**config.mk**
```make
export PLATFORM = sky130hd
export DESIGN_NAME = imem_loader
export DESIGN_NICKNAME = d
export VERILOG_FILES = /design/src/rtl/imem_loader.sv
export SDC_FILE = /design/constraint.sdc
export NUM_CORES = 1
export LEC_CHECK = 0
export CAP_MARGIN = 15
export CORE_ASPECT_RATIO = 0.7
export CORE_MARGIN = 3
export CORE_UTILIZATION = 30
export CTS_BUF_LIST = sky130_fd_sc_hd__clkbuf_16
export CTS_CLUSTER_SIZE = 16
export DETAILED_ROUTE_END_ITERATION = 7
export GPL_TIMING_DRIVEN = 0
export PLACE_DENSITY = 0.47
export SYNTH_ARGS = -nofsm -noshare
export SYNTH_HDL_FRONTEND = slang
export SYNTH_SLANG_ARGS = --single-unit
export TNS_END_PERCENT = 10
```
**constraint.sdc**
```tcl
create_clock -name i_clk -period 3.05 [get_ports i_clk]
set_input_delay 0.4575 -clock i_clk [delete_from_list [all_inputs] [get_ports i_clk]]
set_output_delay 0.4575 -clock i_clk [all_outputs]
set_load 0.02 [all_outputs]
```
**src/rtl/imem_loader.sv**
```systemverilog
// -----------------------------------------------------------------------------
// imem_loader
//
// Writer side of the instruction-memory interface. A boot link delivers a byte
// stream: [N word count] [4*N payload bytes, little-endian] [checksum byte when
// IMEM_LOADER_CHECKSUM_EN is defined]. Payload bytes are packed into 32-bit
// words and written to instruction memory from byte address 0 upward. The core
// is held in reset until the whole image is in memory.
//
// Optional feature macro: IMEM_LOADER_CHECKSUM_EN
//   defined   -> after the last word a checksum byte (XOR of all payload bytes)
//                is expected; a match finishes the load, a mismatch is an error.
//   undefined -> the last write finishes the load directly.
//
// Parameters
//   D        memory byte-address width; capacity 2**(D-2) words
//   TIMEOUT  max idle cycles between bytes once loading started; 0 disables
//
// Ports
//   i_clk         clock
//   i_reset       synchronous active-high reset
//   i_rx_data     stream byte
//   i_rx_valid    stream byte valid
//   o_rx_ready    loader accepts a byte (transfer = valid & ready)
//   o_mem_addr    word-aligned byte address of the write
//   o_mem_data    write data
//   o_mem_write   one-cycle write strobe
//   o_core_reset  high until the image is loaded
//   o_busy        high while a load is in progress
//   o_done        sticky: image loaded
//   o_error       sticky: bad count, timeout or checksum mismatch
// -----------------------------------------------------------------------------
module imem_loader #(
    parameter int D       = 8,
    parameter int TIMEOUT = 1024
) (
    input  logic         i_clk,
    input  logic         i_reset,
    input  logic [7:0]   i_rx_data,
    input  logic         i_rx_valid,
    output logic         o_rx_ready,
    output logic [D-1:0] o_mem_addr,
    output logic [31:0]  o_mem_data,
    output logic         o_mem_write,
    output logic         o_core_reset,
    output logic         o_busy,
    output logic         o_done,
    output logic         o_error
);

    localparam int          WI_W = D - 2;
    localparam int unsigned CAP  = 32'd1 << WI_W;
    localparam int          TW   = (TIMEOUT > 1) ? $clog2(TIMEOUT + 1) : 1;

    localparam logic [2:0] ST_HEADER  = 3'd0;
    localparam logic [2:0] ST_PAYLOAD = 3'd1;
    localparam logic [2:0] ST_WRITE   = 3'd2;
    localparam logic [2:0] ST_DONE    = 3'd3;
    localparam logic [2:0] ST_ERROR   = 3'd4;
`ifdef IMEM_LOADER_CHECKSUM_EN
    localparam logic [2:0] ST_CHECK   = 3'd5;
`endif

    logic [2:0]      r_state;
    logic [7:0]      r_n;
    logic [WI_W-1:0] r_word_idx;
    logic [1:0]      r_byte_idx;
    logic [23:0]     r_word;
    logic [D-1:0]    r_mem_addr;
    logic [31:0]     r_mem_data;
    logic [TW-1:0]   r_timer;
`ifdef IMEM_LOADER_CHECKSUM_EN
    logic [7:0]      r_csum;
`endif

    logic [2:0]      w_state_next;
    logic            w_rx_ready;
    logic            w_xfer;
    logic            w_n_zero;
    logic            w_n_too_big;
    logic            w_last_word;
    logic            w_timer_hit;

    // Ready depends only on the state, so the source sees a stable handshake.
    always_comb begin
        w_rx_ready = 1'b0;
        case (r_state)
            ST_HEADER:  w_rx_ready = 1'b1;
            ST_PAYLOAD: w_rx_ready = 1'b1;
`ifdef IMEM_LOADER_CHECKSUM_EN
            ST_CHECK:   w_rx_ready = 1'b1;
`endif
            default:    w_rx_ready = 1'b0;
        endcase
    end

    assign w_xfer      = i_rx_valid & w_rx_ready;
    assign w_n_zero    = (i_rx_data == 8'd0);
    assign w_n_too_big = (32'(i_rx_data) > CAP);
    // Compare in 32 bits so word_idx+1 == 2**(D-2) is seen before it wraps.
    assign w_last_word = ((32'(r_word_idx) + 32'd1) == 32'(r_n));
    // Fires on the idle cycle that would bring the counter up to TIMEOUT.
    assign w_timer_hit = (TIMEOUT != 0) &&
                         ((32'(r_timer) + 32'd1) == 32'(TIMEOUT));

    always_comb begin
        w_state_next = r_state;
        case (r_state)
            ST_HEADER: begin
                if (w_xfer) begin
                    if (w_n_zero)
                        w_state_next = ST_DONE;
                    else if (w_n_too_big)
                        w_state_next = ST_ERROR;
                    else
                        w_state_next = ST_PAYLOAD;
                end
            end
            ST_PAYLOAD: begin
                if (w_xfer) begin
                    if (r_byte_idx == 2'd3)
                        w_state_next = ST_WRITE;
                end else if (w_timer_hit) begin
                    w_state_next = ST_ERROR;
                end
            end
            ST_WRITE: begin
`ifdef IMEM_LOADER_CHECKSUM_EN
                w_state_next = w_last_word ? ST_CHECK : ST_PAYLOAD;
`else
                w_state_next = w_last_word ? ST_DONE : ST_PAYLOAD;
`endif
            end
`ifdef IMEM_LOADER_CHECKSUM_EN
            ST_CHECK: begin
                if (w_xfer)
                    w_state_next = (i_rx_data == r_csum) ? ST_DONE : ST_ERROR;
                else if (w_timer_hit)
                    w_state_next = ST_ERROR;
            end
`endif
            ST_DONE:  w_state_next = ST_DONE;
            ST_ERROR: w_state_next = ST_ERROR;
            default:  w_state_next = ST_HEADER;
        endcase
    end

    always_ff @(posedge i_clk) begin
        if (i_reset) begin
            r_state    <= ST_HEADER;
            r_n        <= '0;
            r_word_idx <= '0;
            r_byte_idx <= '0;
            r_word     <= '0;
            r_mem_addr <= '0;
            r_mem_data <= '0;
            r_timer    <= '0;
`ifdef IMEM_LOADER_CHECKSUM_EN
            r_csum     <= '0;
`endif
        end else begin
            r_state <= w_state_next;
            case (r_state)
                ST_HEADER: begin
                    if (w_xfer) begin
                        r_n        <= i_rx_data;
                        r_word_idx <= '0;
                        r_byte_idx <= '0;
                        r_timer    <= '0;
`ifdef IMEM_LOADER_CHECKSUM_EN
                        r_csum     <= '0;
`endif
                    end
                end
                ST_PAYLOAD: begin
                    if (w_xfer) begin
                        r_timer    <= '0;
                        r_byte_idx <= r_byte_idx + 2'd1;
`ifdef IMEM_LOADER_CHECKSUM_EN
                        r_csum     <= r_csum ^ i_rx_data;
`endif
                        case (r_byte_idx)
                            2'd0: r_word[7:0]   <= i_rx_data;
                            2'd1: r_word[15:8]  <= i_rx_data;
                            2'd2: r_word[23:16] <= i_rx_data;
                            default: begin
                                // Last byte goes straight into the output
                                // register so the word is ready for WRITE.
                                r_mem_data <= {i_rx_data, r_word};
                                r_mem_addr <= {r_word_idx, 2'b00};
                            end
                        endcase
                    end else if (TIMEOUT != 0) begin
                        r_timer <= r_timer + TW'(1);
                    end
                end
                ST_WRITE: begin
                    r_word_idx <= r_word_idx + WI_W'(1);
                    r_timer    <= '0;
                end
`ifdef IMEM_LOADER_CHECKSUM_EN
                ST_CHECK: begin
                    if (w_xfer)
                        r_timer <= '0;
                    else if (TIMEOUT != 0)
                        r_timer <= r_timer + TW'(1);
                end
`endif
                default: ;
            endcase
        end
    end

    assign o_rx_ready   = w_rx_ready;
    assign o_mem_addr   = r_mem_addr;
    assign o_mem_data   = r_mem_data;
    assign o_mem_write  = (r_state == ST_WRITE);
    assign o_core_reset = (r_state != ST_DONE);
    assign o_done       = (r_state == ST_DONE);
    assign o_error      = (r_state == ST_ERROR);
`ifdef IMEM_LOADER_CHECKSUM_EN
    assign o_busy       = (r_state == ST_PAYLOAD) || (r_state == ST_WRITE) ||
                          (r_state == ST_CHECK);
`else
    assign o_busy       = (r_state == ST_PAYLOAD) || (r_state == ST_WRITE);
`endif

endmodule

```
Word-level counts from Yosys, hierarchy flattened

Index checks and enable logic that the tools add are counted.

Register bits after elaboration: 92
Output and inout bits: 46

Add/sub/neg operators: 5
$lt $le $gt $ge: 1
Equality and inequality tests: 14
Mux-type cells: 17
Bitwise operators: 2
Reduce and logical (&&, ||, !) cells: 18

Operators by type and width:

| cell                  | count |
|---|---|
| $pmux 11 s3           | 1 |
| $mux 11               | 2 |
| $mux 3                | 6 |
| $reduce_and 3->1      | 6 |
| $pmux 3 s5            | 1 |
| $add 11x1->12 const B | 1 |
| $eq 12x11->1 const B  | 1 |
| $pmux 6 s2            | 1 |
| $add 11x1->11 const B | 1 |
| $eq 7x8->1            | 1 |
| $gt 8x7->1 const B    | 1 |
| $logic_not 8->1       | 1 |
| $add 6x1->7 const B   | 1 |
| $add 6x1->6 const B   | 1 |
| $eq 3x2->1 const B    | 2 |
| $mux 2                | 3 |
| $mux 6                | 1 |
| $ne 3x3->1 const B    | 2 |
| $reduce_and 2->1      | 3 |
| $eq 2x2->1 const B    | 2 |
| $ne 2x2->1 const B    | 2 |
| $pmux 2 s2            | 1 |
| $reduce_bool 2->1     | 2 |
| $eq 3x1->1 const B    | 1 |
| 13 further kinds      | 13 |

Logic depth before layout (Yosys ltp)

Word-level depth: 6
Mapped depth: 7

Worst setup path after synthesis

Ideal clock, no wire load.

Path kind: flip-flop to flip-flop
From: register r_timer[0]
To: register r_state[0]
Library setup time: 0.115 ns
Data arrival time: 1.795 ns
Data required time: 2.935 ns
Path slack: 1.141 ns
Stages on the path, launching flop included: 7
Path buffers: 0
Period minus slack after synthesis: 1.909 ns
Path through: dfxtp_1 > ha_1 > nand3_2 > or4_1 > xnor2_2 > a41oi_2 > o21a_1

Longest elaborated chain between the ends: 4

RTL lines:

| what                       | RTL line | source |
|---|---|---|
| from (decl)                | 71       | `logic [TW-1:0] r_timer;` |
| from (signal assigned)     | 194      | `r_timer <= r_timer + TW'(1);` |
| $add 11x1->12              | 104      | `((32'(r_timer) + 32'd1) == 32'(TIMEOUT));` |
| $eq 12x11->1               | 104      |  |
| $ne 3x3->1 (no line)       | -        |  |
| $reduce_and 3->1 (no line) | -        |  |
| to (signal assigned)       | 162      | `r_state <= w_state_next;` |
| to (decl)                  | 64       | `logic [2:0] r_state;` |

No other way between the ends.
A chain may end at the register's enable or synchronous reset.

Final worst setup path

From: register r_state[0]
To: output port o_done

Longest elaborated chain between the ends: 1

RTL lines:

| what       | RTL line | source |
|---|---|---|
| $eq 3x2->1 | 219      | `assign o_done = (r_state == ST_DONE);` |
| to (decl)  | 47       | `output logic o_done,` |

No other way between the ends.

==> out/summary.txt <==
1st-iter DRT viols -> 197
Vias in the first global route -> 3462
Pre-Repair DR Iteration Count -> 5
Slowest stage cell, crit path -> clkdlybuf4s50_1
Type of origin of the critical path -> register
Period minus WS final -> 2.805 ns
Hold Violations, Final -> 0
Status -> finished clean
Post-CTS Resized -> 0
Crit-path cells -> clkbuf_1 > clkbuf_1 > nand2_1 > or2_2 > inv_1 > clkdlybuf4s50_1
Routability cong. -> 0.8350
Most common flop cell mapped by yosys -> dfxtp_1
Initial antenna violation count -> 0
Max H-tree Level -> 3
Num ports -> 57
CP endpoint kind -> primary output
Post-Place Cells -> 733
Largest area contributor in the synthesized netlist -> dfxtp_1
Mean Syn Cell Area -> 7.691 µm²
Max-cap violations -> 0
Static leakage -> 0.001684 µW
Async set-reset flop share out of synthesis -> 0%
WL final -> 11.56 mm
CTS Hold Bufs -> 0
Crit path kind -> register to primary output
Via/cell ratio -> 4.961
Final Skew -> 0.003293 ns
Yosys warnings -> 0
Final Instance Count excl. Fillers -> 749
Post-synth top area share -> 46.32%
Sequential area share after synthesis -> 46.32%
Post-Syn Area -> 3976 µm²
Total setup buffers inserted after CTS -> 0
Final instance area -> 5036 µm²
Final setup viols -> 0
CTS Buf Count -> 9
Maximum vdd drop -> 0.2677 mV
Post-DP HPWL -> 8.409 mm
Port bufs -> 53
Worst EP arrival -> 2.35 ns
Setup tns final -> 0 ns
Final Power -> 2704 µW
Worst hold-check path type -> register to register
Cells after Synth -> 517
Slew @ Worst Pin -> 0.9198 ns
Worst-path maximum fanout -> 10
GRT overflow -> 0
Clk root buf -> clkbuf_16
Clock tree buffer depth -> 2
Seq cells post-synth -> 92
Top post-synthesis cells by area -> dfxtp_1 (46%), nand2_1 (13%), a21oi_1 (11%)
Vias -> 3716
Die area -> 14690 µm²
Drc violations -> 0
Initial Util -> 31.37%
N_diodes -> 0
Placed cell area -> 4713 µm²
Fillers -> 1312
Cell Pwr Density -> 537.0 nW/µm²
Chip width -> 143.6 µm
EDFF count, synth -> 0
Worst slew margin -> 38.15%
Netlist cell types -> 51
CP peak stage delay -> 0.61 ns
P&R area growth vs syn -> 26.65%
DRT antenna net count -> 0
Clock slew at reported path FFs -> 0.07 ns
Total track usage -> 16.04%
Die Y -> 102.3 µm
Clk_lat worst skew -> 0.34 ns
Clk sinks -> 92
CTS tree -> done
Site Rows -> 34
Largest net degree at the start of global routing -> 17
Core ar. -> 12680 µm²
Tcrit/Tclk final -> 91.96%
CP most frequent cell -> clkbuf_1
Most common cell after layout, fill and taps aside -> nand2_1
Final net count -> 600
RSZ-0062 raised after global routing -> no
WL/cell -> 15.43 µm
WP data required -> 2.59 ns
First-pass GRT wire length -> 18.40 mm
Highest-count cells in the layout ignoring fill and taps -> nand2_1 (138), dfxtp_1 (92), a21oi_1 (87)
Fraction of layout cells with a size suffix above 1 -> 5.281%
FMAX -> 0.3565 GHz
Final Max Slew Viols -> 0
[power breakdown]
group	total (µW)	switching [µW]	internal, µW
Combinational	244	163	80.6
Sequential	1240	15.7	1220
Clock	1220	500	723
[per-stage QoR]
stage | utilization, % | hold WS, ns | setup slack [ns]
4_1_cts | 39.73 | 0.4567 | 0.2158
3_5_place_dp | 37.18 | 0.4475 | 0.3729
2_1_floorplan | - | 0.4321 | 1.141
3_3_place_gp | 37.18 | 0.4444 | 0.3787
6_report | 39.73 | 0.4533 | 0.2452
5_1_grt | 39.73 | 0.4736 | 0.07940
[final cells by class]
type                            instances  area (µm²)  share of cell area [%]
Sequential cell                        92        1842                   36.57
Tap cell                              162       202.7                   4.025
Clock inverter                          7       97.59                   1.938
Timing Repair Buffer                   53       530.5                   10.53
Clock buffer                            9       225.2                   4.472
Inverter                                9       33.78                  0.6708
Multi-Input combinational cell        380        1953                   38.78
Buffer                                 37       151.4                   3.006
[final timing paths]
| check | slack (ns) | from | cells past startpoint | end |
|---|---|---|---|---|
| worst max-delay path | 0.25 | r_state[0] | 6 | o_done |
| worst min register to register | 0.45 | r_word[18] | 2 | o_mem_data[18] |
| worst max register to register | 0.89 | r_timer[0] | 6 | r_state[0] |
| worst min-delay path | 0.45 | r_word[18] | 2 | o_mem_data[18] |
[flip-flops by register name, indices dropped and copies added, names as in the netlist]
register and count:
r_timer 11, o_mem_addr 6, r_state 3, r_byte_idx 2, r_word_idx 6, r_n 8
o_mem_data 32, r_word 24
[worst max-delay path: cells and delay by family (launching register included)]
| family | cells | cell delay (ns) |
|---|---|---|
| buffers and inverters | 4 | 1.32 |
| AND/OR/NAND/NOR | 2 | 0.38 |
| flip-flops | 1 | 0.31 |
[per-layer routing]
metal / wire length (µm) / vias to the layer above / GRT usage, % / part of all wire (%)
li1: - / 1876 / - / -
met1: 6114 / 1754 / 24.36 / 53
met2: 4845 / 78 / 22.84 / 42
met3: 507 / 8 / 3.835 / 4.4
met4: 89 / 0 / 3.618 / 0.77
met5: 0 / - / 0 / 0
[synth_stat cells (all sizes together), types with 4 or more instances]
master,instances
buf,11
nand3,33
o21ai,13
nor3,6
inv,9
a21oi,87
ha,7
or3,6
dfxtp,92
nor4,6
xnor2,6
nand2,138
xor2,4
nor2,26
clkbuf,26
[cell families (layout without fill, tap and decap cells)]
family,Yosys count,count (layout),share of synthesized area (%)
AND/OR/NAND/NOR,236,236,26.37
AO/OA/AOI/OAI,123,123,17.46
flip-flops,92,92,46.32
buffers and inverters,46,115,4.657
XOR/XNOR,10,10,2.391
adder cells (fa/ha/maj),7,7,2.203
multiplexers,2,2,0.5035
other,1,2,0.09431
Note: power is estimated with default switching activity, not from simulation.
